<file path="config.mk">
export PLATFORM = sky130hd
export DESIGN_NAME = des_subkey_gen
export DESIGN_NICKNAME = d
export VERILOG_FILES = /design/src/rtl/des_subkey_gen.sv
export SDC_FILE = /design/constraint.sdc
export NUM_CORES = 1
export LEC_CHECK = 0
export ABC_AREA = 1
export CAP_MARGIN = 20
export CORE_MARGIN = 4
export CORE_UTILIZATION = 47
export DETAILED_ROUTE_END_ITERATION = 10
export PLACE_DENSITY = 0.78
export SLEW_MARGIN = 20
export SYNTH_ARGS = -nofsm -noshare
export SYNTH_HDL_FRONTEND = slang
export SYNTH_SLANG_ARGS = --single-unit
</file>
<file path="constraint.sdc">
create_clock -name clk -period 1.7 [get_ports clk]
set_clock_uncertainty 0.05 [all_clocks]
set_input_delay 0.17 -clock clk [delete_from_list [all_inputs] [get_ports clk]]
set_output_delay 0.17 -clock clk [all_outputs]
set_load 0.01 [all_outputs]
</file>
<file path="src/rtl/des_subkey_gen.sv">
// rtl/des_subkey_gen.sv - iterative DES key schedule streaming K1..K16 or K16..K1

module des_subkey_gen (
  input  logic        clk,
  input  logic        rst_n,
  input  logic        start,
  input  logic        decrypt,
  input  logic [63:0] key,
  output logic [47:0] subkey,
  output logic        subkey_valid,
  input  logic        subkey_ready,
  output logic [3:0]  key_index,
  output logic        busy,
  output logic        done
);

  typedef enum logic {IDLE, RUN} state_t;

  state_t      state, state_next;
  logic [27:0] c_reg, d_reg;
  logic [3:0]  n;
  logic        mode;
  logic        done_q;
  logic        hs;
  logic        last_hs;
  logic        single_step;
  logic [55:0] pc1_key;

  // PC-1: DES bit b of the key lives at key[64-b]; cd[55] is PC-1 position 1.
  function automatic logic [55:0] pc1(input logic [63:0] k);
    pc1 = {k[7],  k[15], k[23], k[31], k[39], k[47], k[55],
           k[63], k[6],  k[14], k[22], k[30], k[38], k[46],
           k[54], k[62], k[5],  k[13], k[21], k[29], k[37],
           k[45], k[53], k[61], k[4],  k[12], k[20], k[28],
           k[1],  k[9],  k[17], k[25], k[33], k[41], k[49],
           k[57], k[2],  k[10], k[18], k[26], k[34], k[42],
           k[50], k[58], k[3],  k[11], k[19], k[27], k[35],
           k[43], k[51], k[59], k[36], k[44], k[52], k[60]};
  endfunction

  // PC-2: position p of {C,D} lives at cd[56-p]; result[47] is subkey bit 1.
  function automatic logic [47:0] pc2(input logic [55:0] cd);
    pc2 = {cd[42], cd[39], cd[45], cd[32], cd[55], cd[51],
           cd[53], cd[28], cd[41], cd[50], cd[35], cd[46],
           cd[33], cd[37], cd[44], cd[52], cd[30], cd[48],
           cd[40], cd[49], cd[29], cd[36], cd[43], cd[54],
           cd[15], cd[4],  cd[25], cd[19], cd[9],  cd[1],
           cd[26], cd[16], cd[5],  cd[11], cd[23], cd[8],
           cd[12], cd[7],  cd[17], cd[0],  cd[22], cd[3],
           cd[10], cd[14], cd[6],  cd[20], cd[27], cd[24]};
  endfunction

  function automatic logic [27:0] rotl(input logic [27:0] v, input logic one);
    rotl = one ? {v[26:0], v[27]} : {v[25:0], v[27:26]};
  endfunction

  function automatic logic [27:0] rotr(input logic [27:0] v, input logic one);
    rotr = one ? {v[0], v[27:1]} : {v[1:0], v[27:2]};
  endfunction

  assign pc1_key = pc1(key);
  assign hs      = (state == RUN) && subkey_ready;
  assign last_hs = hs && (n == 4'd15);

  // Rounds with a single-bit shift (1, 2, 9, 16) fall on n = 0, 7, 14 in both
  // directions: forward uses shift[n+2], reverse uses shift[16-n].
  assign single_step = (n == 4'd0) || (n == 4'd7) || (n == 4'd14);

  assign subkey       = pc2({c_reg, d_reg});
  assign key_index    = mode ? (4'd15 - n) : n;
  assign subkey_valid = (state == RUN);
  assign busy         = (state == RUN);
  assign done         = done_q;

  // State register.
  always_ff @(posedge clk or negedge rst_n) begin
    if (!rst_n) state <= IDLE;
    else        state <= state_next;
  end

  // Next-state: launch on start from IDLE, return after the 16th acceptance.
  always_comb begin
    state_next = state;
    case (state)
      IDLE:    if (start)   state_next = RUN;
      RUN:     if (last_hs) state_next = IDLE;
      default: state_next = IDLE;
    endcase
  end

  // C/D rotation, accepted-count and mode; everything holds without a handshake.
  always_ff @(posedge clk or negedge rst_n) begin
    if (!rst_n) begin
      c_reg <= '0;
      d_reg <= '0;
      n     <= '0;
      mode  <= 1'b0;
    end else if (state == IDLE) begin
      if (start) begin
        mode <= decrypt;
        n    <= '0;
        if (decrypt) begin
          c_reg <= pc1_key[55:28];
          d_reg <= pc1_key[27:0];
        end else begin
          c_reg <= rotl(pc1_key[55:28], 1'b1);
          d_reg <= rotl(pc1_key[27:0], 1'b1);
        end
      end
    end else if (hs) begin
      if (n != 4'd15) begin
        n <= n + 4'd1;
        if (mode) begin
          c_reg <= rotr(c_reg, single_step);
          d_reg <= rotr(d_reg, single_step);
        end else begin
          c_reg <= rotl(c_reg, single_step);
          d_reg <= rotl(d_reg, single_step);
        end
      end else begin
        n <= '0;
      end
    end
  end

  // One-cycle completion pulse following the final acceptance.
  always_ff @(posedge clk or negedge rst_n) begin
    if (!rst_n) done_q <= 1'b0;
    else        done_q <= last_hs;
  end

endmodule

</file>
==> impl_metrics.yaml <==
finish:
  multi_input_area_mm2: 0.00311
  register_area_mm2: 0.00158
  drive_above_1_share_pct: 13.1
  layout.nets: 963
  finalInstanceArea_mm2: 0.00713
  fillCellCount: 1044
  area_growth_pct: 30.2
  num_antenna_cells: 0
route:
  vias_per_cell: 6.01
  vias: 6243
  drt_first_pass_iters: 5
  antenna_left: 0
  wirelength_mm: 17.2
  wl_per_cell_um: 16.6
  drt_iter0_drc: 720
  route.detailed.drc: 0
logic_synthesis:
  yosys-top-cells-area: "dfrtp_1, nand3_1, o21ai_0"
  yosysMostFrequentCell: "nand3_1"
  synth-edff-count: 0
  ys_warn_count: 0
  yosysSeqAreaShare_pct: 28.8
  synth_seq_cells: 63
  syn_inst: 840
  synth.cells.most_frequent: "nand3_1, nor2_1, o21ai_0, dfrtp_1"
  synthArstFlopShare_pct: 100
  syn_avg_cell_area_um2: 6.52
  synth_top_area_share_pct: 28.8
  synth_top_flop_cell: "dfrtp_1"
  netlist_area_mm2: 0.00548
  syn-num-nets: 912
  synth_cell_type_count: 21
  synth_area_leader_cell: "dfrtp_1"
power_and_ir_drop:
  p_per_area_mw_per_mm2: 2200
  total_power_uw: 15700
  leakagePower_uw: 0.00320
  peakVddDrop_uv: 1510
worst_hold_path:
  hold_class: "in2async"
critical_path:
  endpoint_kind: "flop"
  start_kind: "flop"
  max_stage_delay_ns: 0.42
  r2r_slack_ns: -0.09
  r2r-end: "d_reg[23]"
  crit_path_max_fanout: 5
  reg2reg_depth: 9
  crit_chain: "inv_2 > ha_4 > nand3_4 > nand3_4 > clkbuf_16 > nand2_1 > nand3_1 > nand3_1 > a21oi_2"
  critPathRequiredTime_ns: 1.91
  slowest_stage: "dfrtp_1"
  crit_arrival_ns: 2.00
  worst_r2r_startpoint: "n[0]"
  critPathKind: "reg2reg"
timing:
  worstMarginPinSlew_ns: 0.631
  finalSetupViolCount: 56
  fmax_mhz: 558
  timing.final.crit_period_ns: 1.79
  fin_crit_sh_pct: 105
  finalMaxSlewViolations: 0
  grt_setup_unrepaired: "yes"
  setup_ws_ns: -0.0923
  fin_tns_setup_ns: -2.68
  max-slew-margin-rel_pct: 57.9
  hold_viol: 0
clock_tree:
  htree_levels: 3
  clock_path_buffers: 2
  numCtsBuffers: 9
  clock_sinks: 63
  root_buffer: "clkbuf_16"
  cts_tree: "built"
  clkTransAtPathRegs_ns: 0.05
  clk_latency_ns: 0.33
floorplanning:
  start_util_pct: 48.0
  core_mm2: 0.0114
  num_rows: 39
  die_h_um: 116
  ios: 124
  fp.dieW_um: 116
  dieArea_mm2: 0.0135
global_route:
  grt_max_degree: 64
  grt_pass1_vias: 5342
  grt_pass1_wl_mm: 25.9
  antenna_found_initial: 0
  track_usage_pct: 23.5
  grt_overflow: 0
placement:
  place_congestion: 0.854
  place_area_mm2: 0.00641
  io_buffers: 115
  hpwlAfterDp_mm: 10.3
flow_run:
  maxCapViolCount: 0
run_status:
  violations: "setup timing"
  status: "complete, but fails checks"
-- stage by stage --
step           setup slack [ns]  hold slack (ns)  util, %  cells
5_1_grt                  -0.176            0.375     62.5   1039
2_1_floorplan             0.112           -0.176        -    840
4_1_cts                 -0.0357            0.356     58.9   1029
6_report                -0.0923            0.341     62.5   1039
3_3_place_gp            -0.0165            0.161     56.1   1011
3_5_place_dp            -0.0239            0.165     56.1   1011
-- timing repair --
action	CTS	global route
cloned	1	9
hold endpoints to repair	63	0
hold buffers	1	0
buffers inserted	0	1
endpoints found under the setup margin	50	56
pin swaps	0	11
gates resized for setup	14	52
-- layout make-up --
cell class	instances	area share (%)
clock buffers	15	3.61
multi-input cells	591	43.6
flip-flops and latches	63	22.2
clock inverters	1	0.0702
inverters	64	3.37
well taps	143	2.51
repair buffers	162	24.6
-- worst max-delay path: cells and delay by family, from the launching register on --
kind	cells	cell delay (ns)
and+or+nand+nor	5	0.62
adders and majority gates	1	0.15
DFF	1	0.42
buffers and inverters	2	0.32
AOI/OAI and AO/OA	1	0.14
-- worst max-delay path by stage --
stage / startpoint / to / cells past startpoint
2_1_floorplan: n[0] / c_reg[11] / 9
3_3_place_gp: n[0] / c_reg[9] / 9
3_5_place_dp: n[0] / c_reg[3] / 9
4_1_cts: n[1] / c_reg[3] / 8
5_1_grt: n[0] / c_reg[19] / 8
6_report: n[0] / d_reg[23] / 9
-- per-layer routing --
metal,GRT usage [%],wire [µm]
met1,34.3,7310
met3,5.07,1900
met4,6.88,417
met5,0,0
met2,35.1,7620
-- placed cells by master, fill, tap and decap left out --
cell             Yosys  final
a21oi_1             56     36
a21oi_2              0     20
buf_12               0     10
buf_16               0      1
buf_2               23      2
buf_4               58     25
buf_6               11      3
buf_8                0      1
clkbuf_1            28      5
clkbuf_16            0     15
clkbuf_2             0      1
clkbuf_8             0      1
clkdlybuf4s50_1      0    108
clkinv_2             0      1
dfrtp_1             63     58
dfrtp_2              0      5
dlygate4sd2_1        0      4
dlygate4sd3_1        0      1
ha_4                 0      3
inv_1               62     60
inv_2                2      4
nand2_1             62     57
nand2_2              1      5
nand2_4              0      1
nand3_1            171    157
nand3_2              4     15
nand3_4              0      4
nand4_1             56     56
nor2_1             113    113
o21ai_0            111    111
o21ai_1              5      5
o22ai_1              2      2
xnor2_1              1      1
xor2_1               5      5
-- where the power goes --
group | total [µW] | leakage (µW) | switching, µW | internal [µW]
combinational | 10900 | 0.00238 | 6040 | 4860
clock | 1680 | 0.000128 | 654 | 1030
sequential | 3150 | 0.000692 | 864 | 2280
total | 15700 | 0.00320 | 7560 | 8170
-- kinds of logic after synthesis --
| family | Yosys count | synth area share (%) |
|---|---|---|
| AO/OA/AOI/OAI | 174 | 15.9 |
| XOR/XNOR | 6 | 0.959 |
| adder cells (fa/ha/maj) | 3 | 0.685 |
| buffers and inverters | 187 | 18.8 |
| flip-flops | 63 | 28.8 |
| AND/OR/NAND/NOR | 407 | 34.8 |
(Power assumes the default switching activity.)
